## src/rtl/game_timer_pkg.sv

```systemverilog
// rtl/game_timer_pkg.sv - game state encoding shared by the tick controller, display timer and top level
package game_timer_pkg;

    localparam int ST_W = 2;

    typedef enum logic [ST_W-1:0] {
        ST_IDLE     = 2'd0,
        ST_RUNNING  = 2'd1,
        ST_PAUSED   = 2'd2,
        ST_FINISHED = 2'd3
    } game_state_e;

endpackage

```

## src/rtl/game_tick_controller_if.sv

```systemverilog
// rtl/game_tick_controller_if.sv - button, finish and tick/clear/status signals around the game tick controller
interface game_tick_controller_if;

    logic start_btn;
    logic pause_btn;
    logic game_finished;
    logic one_second_pulse;
    logic timer_clear;
    logic running;
    logic paused;
    logic finished;

    modport master (
        output start_btn, pause_btn, game_finished,
        input  one_second_pulse, timer_clear, running, paused, finished
    );

    modport slave (
        input  start_btn, pause_btn, game_finished,
        output one_second_pulse, timer_clear, running, paused, finished
    );

endinterface

```

## src/rtl/btn_sync_edge.sv

```systemverilog
// rtl/btn_sync_edge.sv - button synchroniser and rising-edge strobe; debouncer under GAME_TICK_DEBOUNCE_EN
module btn_sync_edge #(
    parameter int DEBOUNCE_CYCLES = 1_000_000
) (
    input  logic clk,
    input  logic rst,
    input  logic btn,
    output logic evt
);

    if (DEBOUNCE_CYCLES < 1) begin : g_db_check
        $error("btn_sync_edge: DEBOUNCE_CYCLES must be >= 1");
    end

    logic sync_q1;
    logic sync_q2;
    logic level;
    logic level_q;

    always_ff @(posedge clk or posedge rst) begin
        if (rst) begin
            sync_q1 <= 1'b0;
            sync_q2 <= 1'b0;
        end else begin
            sync_q1 <= btn;
            sync_q2 <= sync_q1;
        end
    end

`ifdef GAME_TICK_DEBOUNCE_EN
    localparam int CW = (DEBOUNCE_CYCLES > 1) ? $clog2(DEBOUNCE_CYCLES) : 1;

    logic [CW-1:0] db_cnt;
    logic          db_level;

    // Level follows the input only after DEBOUNCE_CYCLES consecutive disagreeing samples.
    always_ff @(posedge clk or posedge rst) begin
        if (rst) begin
            db_cnt   <= '0;
            db_level <= 1'b0;
        end else if (sync_q2 == db_level) begin
            db_cnt <= '0;
        end else if (db_cnt == CW'(DEBOUNCE_CYCLES - 1)) begin
            db_cnt   <= '0;
            db_level <= sync_q2;
        end else begin
            db_cnt <= db_cnt + 1'b1;
        end
    end

    assign level = db_level;
`else
    assign level = sync_q2;
`endif

    // Registered strobe so the FSM sees the event on the third edge after first sampling.
    always_ff @(posedge clk or posedge rst) begin
        if (rst) begin
            level_q <= 1'b0;
            evt     <= 1'b0;
        end else begin
            level_q <= level;
            evt     <= level & ~level_q;
        end
    end

endmodule

```

## src/rtl/game_tick_controller.sv

```systemverilog
// rtl/game_tick_controller.sv - game run/pause/finish FSM and one-second tick prescaler (GAME_TICK_DEBOUNCE_EN adds button debounce)
module game_tick_controller
    import game_timer_pkg::*;
#(
    parameter int CLK_FREQ_HZ     = 50_000_000,
    parameter int TICK_HZ         = 1,
    parameter int DEBOUNCE_CYCLES = 1_000_000
) (
    input  logic                   clk,
    input  logic                   rst,
    game_tick_controller_if.slave  bus
);

    localparam int DIV = CLK_FREQ_HZ / TICK_HZ;
    localparam int PW  = (DIV > 1) ? $clog2(DIV) : 1;

    if (DIV < 2) begin : g_div_check
        $error("game_tick_controller: CLK_FREQ_HZ/TICK_HZ must be >= 2");
    end

    logic start_evt;
    logic pause_evt;

    btn_sync_edge #(.DEBOUNCE_CYCLES(DEBOUNCE_CYCLES)) u_start_btn (
        .clk (clk),
        .rst (rst),
        .btn (bus.start_btn),
        .evt (start_evt)
    );

    btn_sync_edge #(.DEBOUNCE_CYCLES(DEBOUNCE_CYCLES)) u_pause_btn (
        .clk (clk),
        .rst (rst),
        .btn (bus.pause_btn),
        .evt (pause_evt)
    );

    game_state_e   state_q, state_d;
    logic [PW-1:0] presc_q, presc_d;
    logic          tick_q, tick_d;
    logic          clear_q, clear_d;

    always_ff @(posedge clk or posedge rst) begin
        if (rst) begin
            state_q <= ST_IDLE;
            presc_q <= '0;
            tick_q  <= 1'b0;
            clear_q <= 1'b0;
        end else begin
            state_q <= state_d;
            presc_q <= presc_d;
            tick_q  <= tick_d;
            clear_q <= clear_d;
        end
    end

    always_comb begin
        state_d = state_q;
        presc_d = presc_q;
        tick_d  = 1'b0;
        clear_d = 1'b0;
        case (state_q)
            ST_IDLE: begin
                presc_d = '0;
                if (start_evt) begin
                    state_d = ST_RUNNING;
                    clear_d = 1'b1;
                end
            end
            ST_RUNNING: begin
                if (bus.game_finished) begin
                    state_d = ST_FINISHED;
                    presc_d = '0;
                end else if (start_evt) begin
                    presc_d = '0;
                    clear_d = 1'b1;
                end else begin
                    // A tick on the pause edge still goes out; the pause then holds a zero prescaler.
                    if (presc_q == PW'(DIV - 1)) begin
                        presc_d = '0;
                        tick_d  = 1'b1;
                    end else begin
                        presc_d = presc_q + 1'b1;
                    end
                    if (pause_evt) begin
                        state_d = ST_PAUSED;
                    end
                end
            end
            ST_PAUSED: begin
                if (start_evt) begin
                    state_d = ST_RUNNING;
                    presc_d = '0;
                    clear_d = 1'b1;
                end else if (pause_evt) begin
                    state_d = ST_RUNNING;
                end
            end
            ST_FINISHED: begin
                presc_d = '0;
                if (start_evt) begin
                    state_d = ST_RUNNING;
                    clear_d = 1'b1;
                end
            end
            default: begin
                state_d = ST_IDLE;
                presc_d = '0;
            end
        endcase
    end

    assign bus.one_second_pulse = tick_q;
    assign bus.timer_clear      = clear_q;
    assign bus.running          = (state_q == ST_RUNNING);
    assign bus.paused           = (state_q == ST_PAUSED);
    assign bus.finished         = (state_q == ST_FINISHED);

endmodule

```

## src/flat_wrapper.sv

```systemverilog
// flat-port wrapper written by rule: the top's interface ports become plain ports
module game_tick_controller_flat import game_timer_pkg::*;
#(
    parameter int CLK_FREQ_HZ     = 50_000_000,
    parameter int TICK_HZ         = 1,
    parameter int DEBOUNCE_CYCLES = 1_000_000
)
  (clk, rst, bus_start_btn, bus_pause_btn, bus_game_finished, bus_one_second_pulse, bus_timer_clear, bus_running, bus_paused, bus_finished);
  game_tick_controller_if bus_i ();
  input  logic clk;
  input  logic rst;
  input wire logic [$bits(bus_i.start_btn)-1:0] bus_start_btn;
  input wire logic [$bits(bus_i.pause_btn)-1:0] bus_pause_btn;
  input wire logic [$bits(bus_i.game_finished)-1:0] bus_game_finished;
  output wire logic [$bits(bus_i.one_second_pulse)-1:0] bus_one_second_pulse;
  output wire logic [$bits(bus_i.timer_clear)-1:0] bus_timer_clear;
  output wire logic [$bits(bus_i.running)-1:0] bus_running;
  output wire logic [$bits(bus_i.paused)-1:0] bus_paused;
  output wire logic [$bits(bus_i.finished)-1:0] bus_finished;
  assign bus_i.start_btn = bus_start_btn;
  assign bus_i.pause_btn = bus_pause_btn;
  assign bus_i.game_finished = bus_game_finished;
  assign bus_one_second_pulse = bus_i.one_second_pulse;
  assign bus_timer_clear = bus_i.timer_clear;
  assign bus_running = bus_i.running;
  assign bus_paused = bus_i.paused;
  assign bus_finished = bus_i.finished;
  game_tick_controller #(.CLK_FREQ_HZ(CLK_FREQ_HZ), .TICK_HZ(TICK_HZ), .DEBOUNCE_CYCLES(DEBOUNCE_CYCLES)) u_core (.clk(clk), .rst(rst), .bus(bus_i));
endmodule
```

## config.mk

```make
export PLATFORM = sky130hd
export DESIGN_NAME = game_tick_controller_flat
export DESIGN_NICKNAME = d
export VERILOG_FILES = /design/src/rtl/game_timer_pkg.sv /design/src/rtl/game_tick_controller_if.sv /design/src/rtl/btn_sync_edge.sv /design/src/rtl/game_tick_controller.sv /design/src/flat_wrapper.sv
export SDC_FILE = /design/constraint.sdc
export NUM_CORES = 1
export LEC_CHECK = 0
export CAP_MARGIN = 0
export CORE_MARGIN = 2
export CORE_UTILIZATION = 41
export CTS_BUF_LIST = sky130_fd_sc_hd__clkbuf_16
export DETAILED_ROUTE_END_ITERATION = 16
export HOLD_SLACK_MARGIN = 0.06
export PLACE_DENSITY = 0.6
export SYNTH_ARGS = -nofsm -noshare
export SYNTH_HDL_FRONTEND = slang
export SYNTH_HIERARCHICAL = 1
export SYNTH_SLANG_ARGS = --single-unit
```

## constraint.sdc

```tcl
create_clock -name clk -period 2.1 [get_ports clk]
set_input_delay 0.315 -clock clk [delete_from_list [all_inputs] [get_ports clk]]
set_output_delay 0.315 -clock clk [all_outputs]
set_load 0.01 [all_outputs]
```

Yosys cells after proc, flatten, opt, wreduce, memory -nomap -nowiden
Cells that the tools add are included.
Storage, ports and cells
  bits in registers: 38
  input port bits: 5
  output and inout port bits: 5
  word-level logic and storage cells: 49
Operators by class
  $add $sub $neg: 1
  eq/ne operators: 9
  muxes and demuxes: 19
  bitwise operators: 4
  reductions and logical operators: 4
Operator list (count)
  $mux W26: 4
  $pmux W26 S3: 1
  $add A26 B1 Y26 const B: 1
  $eq A26 B26 Y1 const B: 1
  $mux W2: 6
  $mux W1: 6
  $pmux W2 S3: 1
  $eq A2 B2 Y1 const B: 2
  $ne A2 B1 Y1 const B: 2
  $reduce_and A4 Y1: 1
  $ne A3 B1 Y1 const B: 1
  $ne A3 B2 Y1 const B: 1
  $ne A3 B3 Y1 const B: 1
  $reduce_or A3 Y1: 1
  $and A1 B1 Y1: 2
  $eq A2 B1 Y1 const B: 1
  $logic_not A2 Y1: 1
  $not A1 Y1: 2
  $pmux W1 S2: 1
  $reduce_or A2 Y1: 1

Longest topological paths before layout
Gate-level depths: netlist (run 1).
  word-level depth: 5
  depth in mapped cells: 8
  gate-level depth less buffers: 7

Hierarchy
Netlist (run 1), hierarchy kept.
By module, submodules not included
  game_tick_controller: times used 1, cells each 191, area an instance 1712.9 µm², sequential area each 750.7 µm²
  btn_sync_edge: times used 2, cells each 6, area an instance 117.6 µm², sequential area each 100.1 µm²

Least setup slack after synthesis (run 1)
No wires, ideal clock.
  path type: reg-to-reg
  start: register u_core.presc_q[10]
  end: register u_core.presc_q[12]
  setup time: 0.121 ns
  data arrival time: 1.908 ns
  data required time: 1.979 ns
  setup slack: 0.071 ns
  cell stages (with the launch flop): 7
  buffers on the path: 1
  period minus slack after synthesis: 2.029 ns
  cell sequence: dfrtp_1 or4b_4 nor4_4 a31oi_1 buf_2 a21o_1 a22o_1
Between the ends
  longest elaborated chain between the ends: 5
  elaborated cells between the ends (all ways): 6
  classes of those cells: add/sub (1); eq/ne (1); mux (4)
Ends and longest elaborated chain
  from (decl): line game_tick_controller.sv:39  | logic [PW-1:0] presc_q, presc_d;
  from (signal assigned): line game_tick_controller.sv:51  | presc_q <= presc_d;
  $add A26 B1 Y26 or $eq A26 B26 Y1 (tied branches): line game_tick_controller.sv:83, game_tick_controller.sv:79
  $mux W26 (*): line game_tick_controller.sv:79  | if (presc_q == PW'(DIV - 1)) begin
  $mux W26 (*): line game_tick_controller.sv:74  | end else if (start_evt) begin
  $mux W26 (*): line game_tick_controller.sv:71  | if (bus.game_finished) begin
  $pmux W26 S3 (*): line game_tick_controller.sv:62  | case (state_q)
Mark *: on every way between the ends. The rest lies on a longest branch, timed or not.
A chain may end at the register's enable or synchronous reset.

Worst setup path after layout (run 1)
  start: register u_core.presc_q[9]
  end: register u_core.presc_q[3]
Between the ends
  longest elaborated chain between the ends: 5
Ends and longest elaborated chain (line)
  $eq A26 B26 Y1: game_tick_controller.sv:79
  $mux W26: game_tick_controller.sv:79
  $mux W26: game_tick_controller.sv:74
  $mux W26: game_tick_controller.sv:71
  $pmux W26 S3: game_tick_controller.sv:62
No other way between the ends.

==> metrics.txt, run 1 <==
Synth top area share=48.8%; # IOs=10; post-synth top area cell=dfrtp_1; clock power share=33.9%; Final Cell Area=2490 um2; maximum vdd ir drop=306 uV; Vias per Instance=5.54; Setup TNS=0 ns; delay-heaviest family, CP=simple AND/OR/NAND/NOR gates; PwrDens=832 nW/um2; GRT Resource Usage Total=18.4%; commonest non-fill, non-tap cell in the layout=dfrtp_1; Worst Setup Path Type=reg -> reg; Tcrit/Tclk final=99.4%; # fillers=412; worst slack at placement=0.00376 ns; fraction of layout cells with a size suffix above 1=19.4%; overall routed net length=4370 um; CTS max path bufs=2; total number of vias=1669; minimum clock period=2.09 ns; Area Overhead vs Synth=27.6%; Worst-Skew Late Latency=0.28 ns; die area=5320 um2; htree depth=2; fin nets=255; Max-cap violations=0; Tot Pwr=2070 uW; CP Max Fanout=6; Synth area leaders=dfrtp_1 (49%), nor2_1 (4.8%), nand3_1 (4.6%); hold buffer count at CTS=0; ys flop type=dfrtp_1; Relative slew margins=73.0%; initial antenna violation count=0; Die Ht=72.9 um; WL per Instance=14.5 um; post-route ant nets=0; switch share=28.5%; CTS tree=done; EDFF count, synth=0; CORE AREA=4660 um2; 1st-iter DRT viols=97; CTS Buf Count=5; commonest non-fill, non-tap cells in the layout=dfrtp_1 (38), buf_4 (28), nor2_1 (25); syn nets=212; CTS clk-pin slew, worst paths=0.06 ns; FP Rows=25; sw power=589 uW; Startpoint Class=register; Hold WC Path Type=in -> async; clk root buf=clkbuf_16; Detailed Routing Iterations Pass 1=4; critical path arrival=2.25 ns; unrepaired setup endpoints after global routing=yes; Initial Utilization=41.8%; Logic pwr share=27.5%; Residual DRC=0; P_leak=0.00113 uW; Final Max Slew Viols=0; ys async rst share=100%; Die X=72.9 um; Clock Sink Count=38; Ant. Diodes=0; Synth Warn #=6; Distinct cells, synth=41; status=completed; Cell Int Power=1480 uW; Clock Skew=0.00397 ns; number of synthesized register bits=38; sequential share of power=38.6%; first-pass GRT wire length=7540 um; final count of negative-setup-slack endpoints=0; Final WS setup=0.0122 ns; Worst Path Buf+Inv=1; synthesized area=1950 um2; number of port buffers=9; GRT overflow=0; routability congestion estimate=0.892; crit end category=register; cell chain of the critical path=or4b_1, nor3_4, a31oi_2, clkdlybuf4s15_2, a21o_1, a22o_1; register area share after synthesis=48.8%; Required @ worst endpoint=2.26 ns; final hold violation count=0; Crit-path slowest cell=or4b_1; Post-Syn Instances=203; placed cell areas=2300 um2; largest net degree at the start of global routing=31; DP Wirelength=3110 um; delay of the slowest critical-path stage=0.58 ns; Synth Area per Inst=9.60 um2; Max Clock Freq=479 MHz; number of global-route vias before repair=1620; Worst Tran Pin Value=0.401 ns
## worst register-to-register path, cell delays in order (launching register included)
cell and delay (ns):
dfrtp_1 0.38, or4b_1 0.58, nor3_4 0.19, a31oi_2 0.17
clkdlybuf4s15_2 0.31, a21o_1 0.18, a22o_1 0.17
## metal layers
layer | GRT usage, % | vias up | share of wire, %
met1 | 26.9 | 782 | 49
li1 | - | 832 | -
met5 | 0 | - | 0
met3 | 3.45 | 5 | 4.8
met4 | 8.44 | 0 | 1.3
met2 | 26.5 | 50 | 45
## synth_stat cells (3+ instances only)
library cell,number
nand4_1,7
xor2_1,3
nor2_1,25
or4_1,4
and3_1,5
ha_1,4
nand2b_1,4
a22o_1,8
nor3_1,7
dfrtp_1,38
nor4_1,3
a21o_1,4
o21ai_0,9
inv_1,8
nand3_1,18
nand2_1,16
xnor2_1,3
a21oi_1,7
## layout make-up
cell class | count | area (um2) | share of cell area, %
repair buffers | 39 | 323 | 13.0
clock buffers | 5 | 125 | 5.03
flip-flops and latches | 38 | 951 | 38.2
multi-input cells | 154 | 977 | 39.3
inverters | 8 | 30.0 | 1.21
clock inverters | 3 | 12.5 | 0.503
well taps | 54 | 67.6 | 2.72
## power groups by stage
stage | combinational [uW] | clock [uW] | sequential, uW
6_report | 569 | 702 | 798
5_1_grt | 627 | 751 | 801
4_1_cts | 564 | 718 | 798
3_5_place_dp | 545 | 0 | 811
3_3_place_gp | 549 | 0 | 810
2_1_floorplan | 302 | 0 | 810
## stage by stage
step                      utilization [%]  instances  hold slack [ns]
after floorplan                         -        203           0.0811
after global placement               49.4        291            0.333
after detailed placement             49.4        291            0.337
after CTS                            52.9        300            0.278
after global routing                 53.3        301            0.314
final                                53.3        301            0.272
## logic make-up (layout without fill, tap and decap cells)
group / Yosys count / after routing / synth area share [%]
AO/OA/AOI/OAI: 41 / 41 / 14.8
XOR/XNOR: 6 / 6 / 2.70
adder cells (fa/ha/maj): 4 / 4 / 2.57
buffers and inverters: 11 / 55 / 2.18
flip-flops: 38 / 38 / 48.8
multiplexers: 1 / 1 / 0.578
AND/OR/NAND/NOR: 102 / 102 / 28.4
## worst paths after layout
| path | from | end | slack, ns | depth (start not counted) |
|---|---|---|---|---|
| max in group asynchronous | rst | u_core/presc_q[12] | 1.32 | 3 |
| max | u_core/presc_q[9] | u_core/presc_q[3] | 0.01 | 6 |
| min | rst | u_core/u_pause_btn/level_q | 0.27 | 2 |
| min reg2reg | u_core/u_pause_btn/sync_q1 | u_core/u_pause_btn/level | 0.35 | 0 |
| min in group clk | u_core/u_pause_btn/sync_q1 | u_core/u_pause_btn/level | 0.35 | 0 |
| max reg2reg | u_core/presc_q[9] | u_core/presc_q[3] | 0.01 | 6 |
## flip-flops by register name, indices dropped and copies added (netlist names)
register,count
u_core/u_start_btn/level_q,1
u_core/u_start_btn/evt,1
u_core/state_q,2
u_core/u_pause_btn/evt,1
u_core/u_start_btn/level,1
u_core/presc_q,26
u_core/bus.one_second_pulse,1
u_core/u_pause_btn/sync_q1,1
u_core/u_pause_btn/level_q,1
u_core/u_start_btn/sync_q1,1
u_core/bus.timer_clear,1
u_core/u_pause_btn/level,1
## what timing repair did
item,in CTS,in global routing
cloned,1,0
pin swaps,2,0
buffers inserted,0,1
gates resized for setup,2,4
setup endpoints to repair,3,5
No activity file was read; power rests on OpenSTA's default activity.
==> run 2, diff against run 1 <==
--- a/config.mk
+++ b/config.mk
@@ -5,13 +5,15 @@
 export SDC_FILE = /design/constraint.sdc
 export NUM_CORES = 1
 export LEC_CHECK = 0
-export CAP_MARGIN = 0
+export CAP_MARGIN = 20
 export CORE_MARGIN = 2
 export CORE_UTILIZATION = 41
 export CTS_BUF_LIST = sky130_fd_sc_hd__clkbuf_16
+export CTS_CLUSTER_SIZE = 8
 export DETAILED_ROUTE_END_ITERATION = 16
 export HOLD_SLACK_MARGIN = 0.06
 export PLACE_DENSITY = 0.6
+export SLEW_MARGIN = 5
 export SYNTH_ARGS = -nofsm -noshare
 export SYNTH_HDL_FRONTEND = slang
 export SYNTH_HIERARCHICAL = 1
==> results of run 2 <==
No change in the layout: final DEF, timing and power equal those of run 1.
==> run 3, diff against run 2 <==
--- a/config.mk
+++ b/config.mk
@@ -12,7 +12,6 @@
 export CTS_CLUSTER_SIZE = 8
 export DETAILED_ROUTE_END_ITERATION = 16
 export HOLD_SLACK_MARGIN = 0.06
-export PLACE_DENSITY = 0.6
 export SLEW_MARGIN = 5
 export SYNTH_ARGS = -nofsm -noshare
 export SYNTH_HDL_FRONTEND = slang
==> results of run 3 <==
No change in the layout: final DEF, timing and power equal those of run 1.
